**src/rtl/shift_pkg.sv**
```systemverilog
// Shared types and constants for the multi-cycle shift sequencer.
// Imported by shift_step_unit and shift_sequencer.
package shift_pkg;

  typedef enum logic [1:0] {
    SHIFT_SLL = 2'b00,
    SHIFT_SRL = 2'b01,
    SHIFT_SRA = 2'b10,
    SHIFT_ROL = 2'b11
  } shift_op_e;

  typedef enum logic [1:0] {
    IDLE,
    SHIFT,
    DONE
  } state_e;

  localparam int MAX_STEP = 2;

  // Bits that one step discards off the top are safe only if uniform.
  function automatic logic top_mixed(input logic [2:0] top,
                                     input logic [1:0] step);
    logic mixed;
    mixed = 1'b0;
    unique case (step)
      2'd2:    mixed = !((&top) || !(|top));
      2'd1:    mixed = top[2] ^ top[1];
      default: mixed = 1'b0;
    endcase
    return mixed;
  endfunction

endpackage

```
**src/rtl/shift_step_unit.sv**
```systemverilog
// Combinational single step of the shift sequencer: shifts by 0, 1 or 2.
// SRA fills from sign_i so the original operand sign is preserved.
module shift_step_unit
  import shift_pkg::*;
#(
  parameter int WIDTH = 32
) (
  input  logic [WIDTH-1:0] value_i,
  input  shift_op_e        op_i,
  input  logic [1:0]       step_i,
  input  logic             sign_i,
  output logic [WIDTH-1:0] result_o
);

  always_comb begin
    result_o = value_i;
    unique case (1'b1)
      step_i == 2'd1: begin
        unique case (op_i)
          SHIFT_SLL: result_o = {value_i[WIDTH-2:0], 1'b0};
          SHIFT_SRL: result_o = {1'b0, value_i[WIDTH-1:1]};
          SHIFT_SRA: result_o = {sign_i, value_i[WIDTH-1:1]};
          SHIFT_ROL: result_o = {value_i[WIDTH-2:0], value_i[WIDTH-1]};
          default:   result_o = value_i;
        endcase
      end
      step_i == 2'd2: begin
        unique case (op_i)
          SHIFT_SLL: result_o = {value_i[WIDTH-3:0], 2'b00};
          SHIFT_SRL: result_o = {2'b00, value_i[WIDTH-1:2]};
          SHIFT_SRA: result_o = {{2{sign_i}}, value_i[WIDTH-1:2]};
          SHIFT_ROL: result_o = {value_i[WIDTH-3:0], value_i[WIDTH-1:WIDTH-2]};
          default:   result_o = value_i;
        endcase
      end
      default: result_o = value_i;
    endcase
  end

endmodule

```
**src/rtl/shift_sequencer.sv**
```systemverilog
// Multi-cycle shifter: up to two bit positions per cycle, start/resultRDY handshake.
// Define SHIFT_OVF_EN to report SLL signed overflow on data_exception.
module shift_sequencer
  import shift_pkg::*;
#(
  parameter int WIDTH   = 32,
  parameter int SHAMT_W = 5
) (
  input  logic               clock,
  input  logic               reset,
  input  logic               ctrl_start,
  input  logic [1:0]         ctrl_op,
  input  logic [WIDTH-1:0]   data_operand,
  input  logic [SHAMT_W-1:0] data_shamt,
  output logic [WIDTH-1:0]   data_result,
  output logic               data_resultRDY,
  output logic               data_exception,
  output logic               busy
);

  state_e             state_q, state_d;
  logic [WIDTH-1:0]   work_q, work_d;
  logic [SHAMT_W-1:0] rem_q, rem_d;
  shift_op_e          op_q, op_d;
  logic               sign_q, sign_d;
  logic               ovf_q, ovf_d;
  logic [WIDTH-1:0]   result_q, result_d;
  logic               rdy_q, rdy_d;
  logic               exc_q, exc_d;

  logic [1:0]         step;
  logic [SHAMT_W-1:0] rem_next;
  logic [WIDTH-1:0]   shifted;
  logic               step_ovf;

  always_comb begin
    step = 2'd0;
    unique case (1'b1)
      rem_q >= SHAMT_W'(MAX_STEP): step = 2'd2;
      rem_q == SHAMT_W'(1):        step = 2'd1;
      default:                     step = 2'd0;
    endcase
  end

  assign rem_next = rem_q - SHAMT_W'(step);

  shift_step_unit #(
    .WIDTH(WIDTH)
  ) u_step (
    .value_i (work_q),
    .op_i    (op_q),
    .step_i  (step),
    .sign_i  (sign_q),
    .result_o(shifted)
  );

`ifdef SHIFT_OVF_EN
  assign step_ovf = (op_q == SHIFT_SLL) &&
                    top_mixed(work_q[WIDTH-1 -: 3], step);
`else
  assign step_ovf = 1'b0;
`endif

  always_comb begin
    state_d  = state_q;
    work_d   = work_q;
    rem_d    = rem_q;
    op_d     = op_q;
    sign_d   = sign_q;
    ovf_d    = ovf_q;
    result_d = result_q;
    rdy_d    = 1'b0;
    exc_d    = exc_q;
    unique case (state_q)
      IDLE, DONE: begin
        if (ctrl_start) begin
          work_d  = data_operand;
          rem_d   = data_shamt;
          op_d    = shift_op_e'(ctrl_op);
          sign_d  = data_operand[WIDTH-1];
          ovf_d   = 1'b0;
          state_d = SHIFT;
        end else begin
          state_d = IDLE;
        end
      end
      SHIFT: begin
        work_d = shifted;
        rem_d  = rem_next;
        ovf_d  = ovf_q | step_ovf;
        // Completion is decided on the same edge that consumes the last bits.
        if (rem_next == '0) begin
          state_d  = DONE;
          result_d = shifted;
          rdy_d    = 1'b1;
          exc_d    = ovf_q | step_ovf;
        end
      end
      default: state_d = IDLE;
    endcase
  end

  always_ff @(posedge clock or posedge reset) begin
    if (reset) begin
      state_q  <= IDLE;
      work_q   <= '0;
      rem_q    <= '0;
      op_q     <= SHIFT_SLL;
      sign_q   <= 1'b0;
      ovf_q    <= 1'b0;
      result_q <= '0;
      rdy_q    <= 1'b0;
      exc_q    <= 1'b0;
    end else begin
      state_q  <= state_d;
      work_q   <= work_d;
      rem_q    <= rem_d;
      op_q     <= op_d;
      sign_q   <= sign_d;
      ovf_q    <= ovf_d;
      result_q <= result_d;
      rdy_q    <= rdy_d;
      exc_q    <= exc_d;
    end
  end

  assign data_result    = result_q;
  assign data_resultRDY = rdy_q;
  assign data_exception = exc_q;
  assign busy           = (state_q == SHIFT);

endmodule

```
**config.mk**
```make
export PLATFORM = sky130hd
export DESIGN_NAME = shift_sequencer
export DESIGN_NICKNAME = d
export VERILOG_FILES = /design/src/rtl/shift_pkg.sv /design/src/rtl/shift_step_unit.sv /design/src/rtl/shift_sequencer.sv
export SDC_FILE = /design/constraint.sdc
export NUM_CORES = 1
export LEC_CHECK = 0
export BUFFER_PORTS_ARGS = -buffer_cell sky130_fd_sc_hd__buf_4
export CORE_MARGIN = 2
export CORE_UTILIZATION = 57
export CTS_CLUSTER_DIAMETER = 60
export DETAILED_ROUTE_END_ITERATION = 8
export PLACE_DENSITY = 0.8
export SYNTH_ARGS = -nofsm -noshare
export SYNTH_HDL_FRONTEND = slang
export SYNTH_HIERARCHICAL = 1
export SYNTH_SLANG_ARGS = --single-unit
```
**constraint.sdc**
```tcl
create_clock -name clock -period 3.4 [get_ports clock]
set_input_delay 0 -clock clock [delete_from_list [all_inputs] [get_ports clock]]
set_output_delay 0 -clock clock [all_outputs]
set_load 0.1 [all_outputs]
```
==> results of run 1 <==
per-stage QoR:
stage               instances   util
floorplan                 510      -
CTS                       716  0.726
finish                    720  0.730
detailed placement        660  0.650
global route              720  0.730
global placement          660  0.650
cells in the final DEF (no fill, tap or decap), types with 2 or more instances in the layout:
cell type	Yosys	layout
o21ai_0	3	3
mux2_4	29	29
clkbuf_8	0	11
nor2b_1	9	9
o22ai_1	17	17
nor2b_4	2	2
mux2_1	3	3
o221ai_1	31	31
o21ai_1	28	28
nor2b_2	21	21
dlygate4sd3_1	0	40
nand2b_1	5	4
a21oi_1	13	13
inv_1	10	9
a22oi_1	3	3
inv_2	1	2
and2_4	23	23
a31oi_1	15	15
buf_4	1	86
nor2_1	73	73
mux2i_1	4	4
and2_1	2	2
dfrtp_1	75	75
nand2_1	77	77
bufinv_16	0	2
mux2_2	4	4
ha_1	4	3
registers in the layout, indices dropped and copies added (netlist names):
name,cells
data_result,32
work_q,32
rem_q,5
op_q,2
state_q,2
data_resultRDY,1
sign_q,1
layer usage:
metal / global-route usage / vias up
li1: - / 1972
met1: 0.366 / 2056
met2: 0.460 / 183
met3: 0.0372 / 27
met4: 0.0976 / 0
met5: 0 / -
final cells by class:
class / instances / area, µm² / share of cell area
clock buffers: 12 / 155 / 0.0260
clock inverters: 4 / 72.6 / 0.0122
inverters: 11 / 41.3 / 0.00692
multi-input cells: 386 / 2630 / 0.440
flip-flops and latches: 75 / 1880 / 0.314
well taps: 105 / 131 / 0.0220
repair buffers: 127 / 1070 / 0.179
timing repair:
item,4_1_cts,5_1_grt
hold endpoints to repair,67,0
endpoints found under the setup margin,0,15
buffers inserted,0,3
hold buffers,40,0
cell families after synthesis:
logic type | Yosys count | share of synthesized area
AO/OA/AOI/OAI | 118 | 0.169
AND/OR/NAND/NOR | 218 | 0.237
buffers and inverters | 50 | 0.0578
XOR/XNOR | 3 | 0.0110
other | 1 | 0.000787
multiplexers | 40 | 0.116
adder cells (fa/ha/maj) | 5 | 0.0147
flip-flops | 75 | 0.394
path summary, 6_finish.rpt:
check                          startpoint              to  slack [ns]  cells past startpoint
min in group asynchronous           reset  data_result[8]        0.26                      3
max reg2reg                      rem_q[4]  data_result[4]        0.19                      9
max                              rem_q[4]  data_result[4]        0.19                      9
max in group asynchronous           reset      work_q[12]        2.10                      4
min                            ctrl_start         op_q[1]        0.25                      5
min reg2reg                data_result[0]  data_result[0]        0.52                      1
worst reg2reg max path, cell delays in order (launching register included):
cell and delay (ns):
dfrtp_1 0.42, nor4_1 0.44, inv_1 0.19, nor2_1 0.23
ha_1 0.23, fa_1 0.28, xor2_1 0.11, nor3_2 0.34
nand3_2 0.43, mux2_4 0.43
==> impl_metrics.ini, run 1 <==
[status]
status = finished, final reports clean

[timing]
setup_viol = 0
fin_crit_sh = 0.943
whs_ns = 0.247
setup_slack_ns = 0.194
rsz0062_at_grt = false
finalMaxSlewViolations = 0
min_period_ns = 3.21
fin_setup_tns_ns = 0
max_freq_mhz = 312
hold_viol = 0
finClkSkew_ns = 0.00847
worstMarginPinSlew_ns = 1.13
maxSlewHeadroom = 0.248

[layout]
final_area_um2 = 5970
fillers = 585
n_antenna_cell = 0
area_growth_pct = 25.3
drive_above_1_share = 0.320
fin_nets = 657

[worst_setup_path]
required_ns = 3.64
cp_max_fo = 10
critical-path-top-delay-family = simple AND/OR/NAND/NOR gates
endpoint_kind = register
cp_slowest_cell = nor4_1
worst-path-buf-inv = 1
path_cells = nor4_1 > inv_1 > nor2_1 > ha_1 > fa_1 > xor2_1 > nor3_2 > nand3_2 > mux2_4
crit_path_max_incr_delay_ns = 0.44
start_kind = register
critical_path_arrival_ns = 3.45
path_class = register to register

[synth]
yosysMostFrequentCell = nand2_1
ys_ff_latch = 75
yosysSeqAreaShare = 0.394
synth-edff-count = 0
yosys-top-cells-count = nand2_1 (77), dfrtp_1 (75), nor2_1 (73)
yosys_warnings = 6
synth_area_per_cell_um2 = 9.34
synthArstFlopShare = 1.00
synth_area_um2 = 4760
yosysTopAreaCell = dfrtp_1
syn_inst = 510
synthDistinctLibCells = 46
synthFlopType = dfrtp_1
syn_nets = 557
yosys.area.top_type_share = 0.394
synthTopCellsByArea = dfrtp_1 (39%), mux2_4 (9.1%), nand2_1 (6.1%), nor2_1 (5.8%), o221ai_1 (5.7%)

[detailed_routing]
wl_um = 12300
ant_nets = 0
wl_met2_um = 6130
drc_errors = 0
drt-pass1-iter-count = 5
vias_per_cell = 5.89
drtIter0Drc = 236
routed-via-count = 4238
topRoutingLayerUsed = met4
drt-met1-wl_um = 5170
dr_wl_met3_um = 737
detail_route.wl_per_cell_um = 17.0

[global_routing]
overflow = 0
grt_max_degree = 63
gr-usage-all-layers = 0.275
grt_pass1_wl_um = 19600
grt_antenna_before_repair = 0
grt_pass1_vias = 4042

[floorplan]
die_w_um = 95.4
start_util = 0.583
num_rows = 33
die_area_um2 = 9110
core_area_um2 = 8180
dieHeight_um = 95.4
io_pins = 77

[cts]
clk_latency_ns = 0.36
cts_root_buf = clkbuf_8
cts_tree = built
cts_buffers = 9
postCtsResizedCells = 0
cts-htree-levels = 3
clk_pin_slew_worst_paths_ns = 0.08
clockBufferDepth = 2
clock-sinks = 75

[placement]
post-place-ws_ns = 0.174
port_buffers = 75
place_area_um2 = 5310
dp_hpwl_um = 7530
gp_congestion = 0.837

[min_path]
hold_class = primary input to register

[flow_run]
maxCapViolations = 0
Power of run 1 is left out: the tool's default activity adds up to more than one toggle a clock period on the data nets, which glitch-free logic cannot reach.
==> run 2: changes to the inputs <==
--- a/config.mk
+++ b/config.mk
@@ -10,7 +10,7 @@
 export CORE_UTILIZATION = 57
 export CTS_CLUSTER_DIAMETER = 60
 export DETAILED_ROUTE_END_ITERATION = 8
-export PLACE_DENSITY = 0.8
+export PLACE_DENSITY = 0.84
 export SYNTH_ARGS = -nofsm -noshare
 export SYNTH_HDL_FRONTEND = slang
 export SYNTH_HIERARCHICAL = 1
==> impl_metrics.ini, run 2 (same netlist as run 1, synthesis figures left out) <==
[timing]
rsz0062_at_grt = false
finClkSkew_ns = 0.0215
max_freq_mhz = 322
fin_crit_sh = 0.913
finalMaxSlewViolations = 0
setup_viol = 0
hold_viol = 0
fin_setup_tns_ns = 0
min_period_ns = 3.10
worstMarginPinSlew_ns = 1.24
maxSlewHeadroom = 0.174

[layout]
fillers = 585
drive_above_1_share = 0.319
area_growth_pct = 24.6
n_antenna_cell = 0
most-common-layout-cells = buf_4 (84), nand2_1 (77), dfrtp_1 (75), nor2_1 (73), dlygate4sd3_1 (39)
fin_nets = 653
final_common_cell = buf_4

[placement]
dp_hpwl_um = 7710
gp_congestion = 0.836
port_buffers = 75

[global_routing]
overflow = 0
grt_antenna_before_repair = 0
grt_pass1_wl_um = 19900
grt_max_degree = 63
grt_pass1_vias = 4139
gr-usage-all-layers = 0.283

[worst_setup_path]
endpoint_kind = register
worst-path-buf-inv = 2
path_class = register to register
required_ns = 3.66
path_cells = nor4_1 > inv_1 > nor2_1 > ha_1 > fa_1 > xor2_1 > nor3_2 > nand3_4 > buf_12 > mux2_4
critical_path_arrival_ns = 3.37
critical-path-top-delay-family = simple AND/OR/NAND/NOR gates
crit_path_max_incr_delay_ns = 0.42
start_kind = register
r2r-end = data_result[24]
r2r_setup_slack_ns = 0.30
reg2reg_from = rem_q[4]
reg2reg_depth = 10
cp_max_fo = 20
cp_slowest_cell = dfrtp_1

[floorplan]
dieHeight_um = 95.4
io_pins = 77
die_area_um2 = 9110
start_util = 0.583
die_w_um = 95.4
core_area_um2 = 8180
num_rows = 33

[flow_run]
maxCapViolations = 0

[detailed_routing]
detail_route.wl_per_cell_um = 17.3
ant_nets = 0
drt-pass1-iter-count = 7
wl_um = 12400
vias_per_cell = 5.96
routed-via-count = 4267
drtIter0Drc = 336
drc_errors = 0

[cts]
cts_root_buf = clkbuf_8
clock-sinks = 75
clockBufferDepth = 2
post_cts_buffers = 0
cts_tree = built
clk_latency_ns = 0.37
clk_pin_slew_worst_paths_ns = 0.10
cts-htree-levels = 3
cts_buffers = 9
postCtsResizedCells = 0

[min_path]
min_path_cells = 3
min_to = rem_q[3]
hold_class = primary input to register
min_from = data_shamt[3]

[status]
status = finished, final reports clean
-- run 2: changes by cell type in the layout (fill, tap and decap cells not counted) --
cell	previous run	this run
buf_4	86	84
clkbuf_1	1	0
clkbuf_8	11	10
clkinv_4	0	1
clkinvlp_4	1	2
dlygate4sd3_1	40	39
nand3_2	1	0
-- run 2: area by class of cell --
type,count,area (µm²),share of cell area
Multi-Input combinational cell,385,2620,0.441
Sequential cell,75,1880,0.316
Timing Repair Buffer,124,1040,0.175
Clock buffer,10,138,0.0232
Tap cell,105,131,0.0221
Clock inverter,6,88.8,0.0150
Inverter,11,41.3,0.00696
-- run 2: worst reg2reg max path: cells and delay by family, from the launching register on --
family	cells	cell delay, ns
flip-flops	1	0.42
XOR/XNOR	1	0.11
buffers and inverters	2	0.48
multiplexers	1	0.34
AND/OR/NAND/NOR	4	1.17
adder cells (fa/ha/maj)	2	0.51
-- run 2: repair_timing --
item | 4_1_cts | 5_1_grt
endpoints found under the hold margin | 81 | 0
setup endpoints to repair | 0 | 0
hold buffers | 39 | 0
-- run 2: how the worst max path moves through the flow --
stage                                 end  startpoint  cells past startpoint
final                     data_result[24]    rem_q[4]                     10
after global routing      data_result[24]    rem_q[1]                     10
after CTS                 data_result[13]    rem_q[4]                     10
after detailed placement  data_result[26]    rem_q[4]                     10
after global placement    data_result[27]    rem_q[4]                     10
after floorplan           data_result[10]    rem_q[4]                     10
-- run 2: stage by stage --
| stage | setup WS [ns] | util | hold WS [ns] | instance area, µm² | cells |
|---|---|---|---|---|---|
| final | 0.296 | 0.726 | 0.0420 | 5930 | 716 |
| after global routing | 0.0646 | 0.726 | 0.0395 | 5930 | 716 |
| after CTS | 0.310 | 0.726 | 0.0127 | 5930 | 716 |
| after detailed placement | 0.309 | 0.650 | 0.195 | 5320 | 661 |
| after global placement | 0.435 | 0.650 | 0.199 | 5320 | 661 |
| after floorplan | 0.861 | - | 0.105 | 4760 | 510 |
-- run 2: routing by layer --
metal,vias up,part of all wire,GRT usage
li1,1967,-,-
met1,2056,0.40,0.341
met2,209,0.51,0.494
met3,35,0.064,0.0427
met4,0,0.031,0.139
met5,-,0,0
Power of run 2 is left out for the same reason.
==> run 3: changes to the inputs <==
--- a/config.mk
+++ b/config.mk
@@ -7,10 +7,10 @@
 export LEC_CHECK = 0
 export BUFFER_PORTS_ARGS = -buffer_cell sky130_fd_sc_hd__buf_4
 export CORE_MARGIN = 2
-export CORE_UTILIZATION = 57
+export CORE_UTILIZATION = 42
 export CTS_CLUSTER_DIAMETER = 60
 export DETAILED_ROUTE_END_ITERATION = 8
-export PLACE_DENSITY = 0.84
+export PLACE_DENSITY = 0.66
 export SYNTH_ARGS = -nofsm -noshare
 export SYNTH_HDL_FRONTEND = slang
 export SYNTH_HIERARCHICAL = 1
==> impl_metrics.ini, run 3 (same netlist as run 1, synthesis figures left out) <==
[status]
status = finished, final reports clean

[floorplan]
dieHeight_um = 111
num_rows = 38
core_area_um2 = 10900
io_pins = 77
die_w_um = 111
die_area_um2 = 12200
start_util = 0.436

[cts]
cts-htree-levels = 3
cts_tree = built
cts_buffers = 9
clockBufferDepth = 2
clock-sinks = 75
cts_root_buf = clkbuf_16
clk_latency_ns = 0.34
clk_pin_slew_worst_paths_ns = 0.06

[worst_setup_path]
start_kind = register
path_cells = nor4_1 > inv_1 > nor2_1 > ha_1 > fa_1 > xor2_1 > nor3_2 > nand3_4 > buf_12 > mux2_4
crit_path_max_incr_delay_ns = 0.42
critical_path_arrival_ns = 3.30
cp_max_fo = 17
required_ns = 3.62
path_class = register to register
r2r_setup_slack_ns = 0.32
reg2reg_depth = 10
r2r-end = data_result[6]
reg2reg_from = rem_q[4]
endpoint_kind = register
cp_slowest_cell = dfrtp_1

[global_routing]
grt_pass1_vias = 4027
grt_max_degree = 63
gr-usage-all-layers = 0.195
grt_pass1_wl_um = 19900
grt_antenna_before_repair = 0
overflow = 0

[timing]
fin_crit_sh = 0.906
hold_viol = 0
max_freq_mhz = 325
fin_setup_tns_ns = 0
worstMarginPinSlew_ns = 0.737
finClkSkew_ns = 0.00848
finalMaxSlewViolations = 0
maxSlewHeadroom = 0.508
rsz0062_at_grt = false
setup_viol = 0
min_period_ns = 3.08

[min_path]
min_to = state_q[0]
min_from = ctrl_start
min_path_cells = 3
hold_class = primary input to register

[layout]
fillers = 1004
regArea_um2 = 1880
drive_above_1_share = 0.319
n_antenna_cell = 0
fin_nets = 657
area_growth_pct = 27.8
final_common_cell = buf_4
multi_input_area_um2 = 2640
most-common-layout-cells = buf_4 (85), nand2_1 (77), dfrtp_1 (75), nor2_1 (73), dlygate4sd3_1 (40)

[placement]
gp_congestion = 0.770
port_buffers = 75
dp_hpwl_um = 7690

[detailed_routing]
routed-via-count = 4018
detail_route.wl_per_cell_um = 15.6
drc_errors = 0
vias_per_cell = 5.33
drtIter0Drc = 179
drt-pass1-iter-count = 4
ant_nets = 0
wl_um = 11700

[flow_run]
maxCapViolations = 0
[run 3: worst max-delay path by stage]
| stage | end | slack, ns | start |
|---|---|---|---|
| after floorplan | data_result[10] | 0.86 | rem_q[4] |
| after global placement | data_result[11] | 0.36 | rem_q[4] |
| after detailed placement | data_result[6] | 0.13 | rem_q[4] |
| after CTS | data_result[6] | 0.09 | rem_q[4] |
| after global routing | data_result[6] | 0.12 | rem_q[4] |
| final | data_result[6] | 0.32 | rem_q[4] |
[run 3: routing by layer]
| metal | global-route usage | routed length, µm | share of wire |
|---|---|---|---|
| met5 | 0 | 0 | 0 |
| met4 | 0.0617 | 149 | 0.013 |
| met3 | 0.0423 | 410 | 0.035 |
| met2 | 0.306 | 5580 | 0.47 |
| met1 | 0.268 | 5610 | 0.48 |
[run 3: area by class of cell]
type	count	area share
flip-flops and latches	75	0.308
repair buffers	127	0.177
clock buffers	13	0.0444
inverters	11	0.00678
well taps	140	0.0288
multi-input cells	386	0.433
clock inverters	2	0.00164
[run 3: per-stage QoR]
| stage | setup WS [ns] | util | area (µm²) | cells | hold slack [ns] |
|---|---|---|---|---|---|
| after floorplan | 0.861 | - | 4760 | 510 | 0.105 |
| after global placement | 0.364 | 0.489 | 5350 | 696 | 0.0994 |
| after detailed placement | 0.132 | 0.489 | 5350 | 696 | 0.0993 |
| after CTS | 0.0907 | 0.551 | 6030 | 751 | 0.0369 |
| after global routing | 0.118 | 0.557 | 6090 | 754 | 0.0907 |
| final | 0.319 | 0.557 | 6090 | 754 | 0.0437 |
[run 3: critical path, delay by kind of cell (launching register included)]
kind	cells	cell delay, ns
buf+inv	2	0.38
xor+xnor	1	0.13
flops	1	0.42
mux	1	0.32
fa+ha+maj	2	0.53
simple gates	4	1.16
[run 3: repair_timing]
item / in CTS / in global routing
hold buffers: 40 / 0
setup buffers: 0 / 2
setup endpoints to repair: 0 / 32
resized for setup: 0 / 1
endpoints found under the hold margin: 65 / 0
Power of run 3 is left out for the same reason.
